### config.mk
export PLATFORM = sky130hd
export DESIGN_NAME = led_index_sequencer
export DESIGN_NICKNAME = d
export VERILOG_FILES = /design/src/rtl/led_index_sequencer.sv
export SDC_FILE = /design/constraint.sdc
export NUM_CORES = 1
export LEC_CHECK = 0
export ABC_AREA = 0
export CORE_MARGIN = 4
export CORE_UTILIZATION = 55
export CTS_CLUSTER_DIAMETER = 30
export DETAILED_ROUTE_END_ITERATION = 12
export DONT_BUFFER_PORTS = 1
export GPL_TIMING_DRIVEN = 0
export HOLD_SLACK_MARGIN = 0.15
export PLACE_DENSITY_LB_ADDON = 0.3
export SLEW_MARGIN = 5
export SYNTH_ARGS = -nofsm -noshare
export SYNTH_HDL_FRONTEND = slang
export SYNTH_SLANG_ARGS = --single-unit
### constraint.sdc
create_clock -name sys_clk -period 3.2 [get_ports sys_clk]
set_input_delay 0.64 -clock sys_clk [delete_from_list [all_inputs] [get_ports sys_clk]]
set_output_delay 0.64 -clock sys_clk [all_outputs]
set_load 0.05 [all_outputs]
### src/rtl/led_index_sequencer.sv
// Running-light index generator feeding a 3-to-8 one-hot decoder.
// A debounced push key toggles between RUN and PAUSE; a prescaler sets the step rate.
module led_index_sequencer #(
    parameter int CNT_MAX = 24_999_999,
    parameter int DEB_MAX = 999_999
) (
    input  logic sys_clk,
    input  logic sys_rst,
    input  logic key_in,
    input  logic dir,
    output logic in_1,
    output logic in_2,
    output logic in_3,
    output logic step_tick,
    output logic running
);

    localparam int PRE_W = (CNT_MAX > 0) ? $clog2(CNT_MAX + 1) : 1;
    localparam int DEB_W = (DEB_MAX > 0) ? $clog2(DEB_MAX + 1) : 1;
    localparam logic [PRE_W-1:0] PRE_TOP = PRE_W'(CNT_MAX);
    localparam logic [DEB_W-1:0] DEB_TOP = DEB_W'(DEB_MAX);

    typedef enum logic {
        PAUSE = 1'b0,
        RUN   = 1'b1
    } state_t;

    logic             key_m;
    logic             key_s;
    logic             key_stable;
    logic [DEB_W-1:0] deb_cnt;
    logic             key_flag;

    state_t           state;
    state_t           state_next;

    logic [PRE_W-1:0] pre_cnt;
    logic             step;
    logic [2:0]       idx;

    // Two-flop synchroniser; idle level is 1 since the key is active-low.
    always_ff @(posedge sys_clk) begin
        if (sys_rst) begin
            key_m <= 1'b1;
            key_s <= 1'b1;
        end else begin
            key_m <= key_in;
            key_s <= key_m;
        end
    end

    always_ff @(posedge sys_clk) begin
        if (sys_rst) begin
            key_stable <= 1'b1;
            deb_cnt    <= '0;
        end else if (key_s == key_stable) begin
            deb_cnt <= '0;
        end else if (deb_cnt == DEB_TOP) begin
            key_stable <= key_s;
            deb_cnt    <= '0;
        end else begin
            deb_cnt <= deb_cnt + DEB_W'(1);
        end
    end

    // Pulses in the cycle whose edge commits a press; releases are ignored.
    assign key_flag = (key_s != key_stable) && (deb_cnt == DEB_TOP) && !key_s;

    always_ff @(posedge sys_clk) begin
        if (sys_rst) begin
            state <= RUN;
        end else begin
            state <= state_next;
        end
    end

    always_comb begin
        state_next = state;
        case (state)
            RUN:     if (key_flag) state_next = PAUSE;
            PAUSE:   if (key_flag) state_next = RUN;
            default: state_next = RUN;
        endcase
    end

    always_comb begin
        running = (state == RUN);
    end

    // The step uses the current state, so a press landing on terminal count
    // still advances once before pausing.
    assign step = (state == RUN) && (pre_cnt == PRE_TOP);

    always_ff @(posedge sys_clk) begin
        if (sys_rst) begin
            pre_cnt <= '0;
        end else if (state == RUN) begin
            pre_cnt <= step ? '0 : pre_cnt + PRE_W'(1);
        end
    end

    always_ff @(posedge sys_clk) begin
        if (sys_rst) begin
            idx       <= 3'd0;
            step_tick <= 1'b0;
        end else begin
            step_tick <= step;
            if (step) begin
                idx <= dir ? idx + 3'd1 : idx - 3'd1;
            end
        end
    end

    assign in_1 = idx[2];
    assign in_2 = idx[1];
    assign in_3 = idx[0];

endmodule
==> results of run 1 <==
critical path, delay by kind of cell, from the launching register on:
| kind | cells | cell delay (ns) |
|---|---|---|
| and+or+nand+nor | 3 | 0.65 |
| buffers and inverters | 2 | 0.72 |
| AOI/OAI and AO/OA | 1 | 0.60 |
| DFF | 1 | 0.64 |
power by group through the flow:
stage	Combinational (uW)	Sequential, uW	Clock [uW]
finish	24.1	668	359
global route	27.2	669	404
CTS	24.4	668	374
detailed placement	23.8	684	0
global placement	23.0	683	0
floorplan	18.2	683	0
layout make-up:
type | count | area (sq um)
buffer | 10 | 41.29
clock buffer | 6 | 72.57
clock inverter | 2 | 10.01
fill | 347 | 1559
inverter | 8 | 30.03
multi-input combinational | 211 | 1308
sequential | 53 | 1061
tap | 50 | 62.56
cells in the final DEF, fill, tap and decap left out, drive strengths merged:
cell / n
a21oi: 19
o311ai: 2
fa: 1
nor4: 8
nor2b: 1
xnor2: 13
o21a: 2
o21ba: 1
nand4: 10
or4: 10
o21ai: 13
and4: 5
nor4bb: 1
nand2: 20
or2: 4
nand2b: 2
or4b: 3
clkbuf: 13
o41ai: 2
or3: 12
o211ai: 2
buf: 3
o31ai: 6
o31a: 2
clkinv: 2
ha: 2
nand3: 15
xor2: 13
and3: 5
nor3: 6
nor2: 30
inv: 8
dfxtp: 53
or4bb: 1
cell families (layout without fill, tap and decap cells):
group	Yosys count	after routing	share of synthesized area [%]
xor+xnor	26	26	9.333
buf+inv	18	26	2.923
flops	53	53	43.49
compound gates	49	49	12.20
fa+ha+maj	3	3	1.846
simple gates	133	133	30.20
metal layers:
layer | share of wire, % | up-vias
met1 | 45 | 922
li1 | - | 1036
met3 | 2.2 | 6
met4 | 1.1 | 0
met2 | 51 | 14
met5 | 0 | -
stage by stage:
step                      cells  hold slack [ns]
after floorplan             282           0.3895
after global placement      332           0.4036
after detailed placement    332           0.4029
after CTS                   340           0.4258
after global routing        340           0.4232
final                       340           0.4198
sequential cells by signal, indices dropped and copies added, names as in the netlist:
name	count
idx	3
running	1
pre_cnt	25
step_tick	1
deb_cnt	20
key_stable	1
key_m	1
key_s	1
final timing paths:
check                     start                        to  slack, ns  cells past startpoint
max          running$_SDFF_PP1_  pre_cnt[12]$_SDFFE_PP0P_       0.45                      6
min            key_m$_SDFF_PP1_          key_s$_SDFF_PP1_       0.42                      1
max reg2reg  running$_SDFF_PP1_  pre_cnt[12]$_SDFFE_PP0P_       0.45                      6
min reg2reg    key_m$_SDFF_PP1_          key_s$_SDFF_PP1_       0.42                      1
==> summary.txt, run 1 <==
Status
  • Status: finished, final reports clean

Critical path
  • Crit-path cells: buf_2, and3_1, nand4_1, o21ai_0, clkbuf_1, nor2_1
  • CP peak stage delay: between 0.6 and 0.7 ns
  • Worst path required time: approximately 3.4 ns
  • CP max FO: 10
  • Setup crit end kind: flip-flop
  • Setup CP Type: flip-flop to flip-flop
  • CP startpoint kind: flip-flop
  • CP arrival: 2.94 ns
  • Slowest CP cell: dfxtp_1

Layout
  • Share of cells above drive strength 1: under 10%
  • Design area: 2585 sq um
  • Final Util: roughly 62%
  • Number of diodes: 0
  • Layout Area Growth over Synthesis: 5.949%
  • Final nets: between 200 and 300

Power
  • Pleak: 0.0007843 uW
  • Sw Ratio: a little over a fifth
  • Post-layout power: between 1000 and 1500 uW
  • Gate power share: ~2.3%
  • Reg power frac: a little under two thirds
  • Clock share of power: between 30% and 40%
  • Net Sw Power: between 200 and 250 uW
  • Internal power: slightly above 800 uW
  • Peak VDD IR: 0.0002773 V
  • Power density cells: about 400 nW/um^2

Synthesis
  • Cells after synthesis: 282
  • Area fraction of the dominant cell type after synthesis: a little over two fifths
  • Top post-synthesis cells by area: dfxtp_1 43%, xnor2_1 4.7%, xor2_1 4.7%
  • Most frequent cells after synthesis: 53 x dfxtp_1, 30 x nor2_1, 20 x nand2_1
  • Number of synthesized flops with an enable pin: 0
  • Area leader, netlist: dfxtp_1
  • Ys Warns: 0
  • Post-synth ARST share: 0%
  • Post-Syn Area: 2440 sq um
  • Register area share after synthesis: approximately 43%
  • Post-synth cell types: 36
  • Synthesized Nets: approximately 290
  • Top-count cell post-synth: dfxtp_1
  • Post-Synthesis Mean Instance Area: between 8 and 9 sq um
  • Predominant post-synthesis flop cell: dfxtp_1
  • #FFs+latches synth: 53

Min path
  • Hold Path Class: flip-flop to flip-flop

Timing
  • Relative slew margins: between 50% and 60%
  • Final Cycle Share: between 80% and 90%
  • Final-report hold violation count: 0
  • Post-route minimum period: ~2.8 ns
  • Final worst setup slack: ~0.45 ns
  • Setup TNS: 0 ns
  • Slew Limit Fails: 0
  • Setup violators final: 0
  • Worst slew pin tran: 0.6195 ns
  • Worst clock skew: roughly 0.0077 ns
  • Fmax: 363.0 MHz
  • RSZ-0062 raised after global routing: false

Global route
  • First-pass GRT wire length: 7790 um
  • Met2 Resource Use GR: between 30 and 40%
  • Met1 Track Usage GR: 19.98%
  • Grt met3 use: 5.405%
  • Global route overflow: 0
  • Grt peak-use layer: met2
  • Largest net degree at the start of global routing: 16
  • Vias in the first global route: 1,791
  • GRT Total Usage: between 10% and 20%
  • Initial antenna violation count: 0

Detailed routing
  • Final wirelength: approximately 4600 um
  • DRC Markers: 0
  • DRT Pass-1 Iters: 4
  • Vias per std cell: between 5 and 6
  • Post-route ant nets: 0
  • DR iter-0 viols: 73
  • Vias: slightly below 2,000
  • Per-cell routed wire length: 13.45 um

Floorplanning
  • Die W: ~75 um
  • Chip Height: 74.61 um
  • Core Footprint: roughly 4100 sq um
  • Die area: 5566 sq um
  • Initial core utilization: just under 60%
  • Io pins: 9
  • Row count: 23

Placement
  • Global placement routability congestion: just under 0.8
  • DP Area: 2502 sq um
  • IO buf count: 0
  • DP HPWL: 3263 um
  • Worst slack, placed: between 0.4 and 0.5 ns

Clocking
  • Setup Buffers After CTS: 0
  • Clock root buffer: clkbuf_8
  • CTS H-tree depth: 2
  • Worst skew pair latency: just over 0.3 ns
  • CTS buffer count: 5
  • Clk slew on worst S/H paths: around 0.09 ns
  • # hold bufs at CTS: 0
  • CTS tree: done
  • Clock sink total: 53
  • Cts repair resizes: 0
  • Clock tree buffer depth: 2

Flow run
  • Max cap viols: 0
No activity file was read; power rests on OpenSTA's default activity.
==> inputs of run 2 (changes only) <==
HOLD_SLACK_MARGIN = 0.05   (was 0.15)
==> results of run 2 <==
Final layout, timing and power as in run 1 (identical DEF).
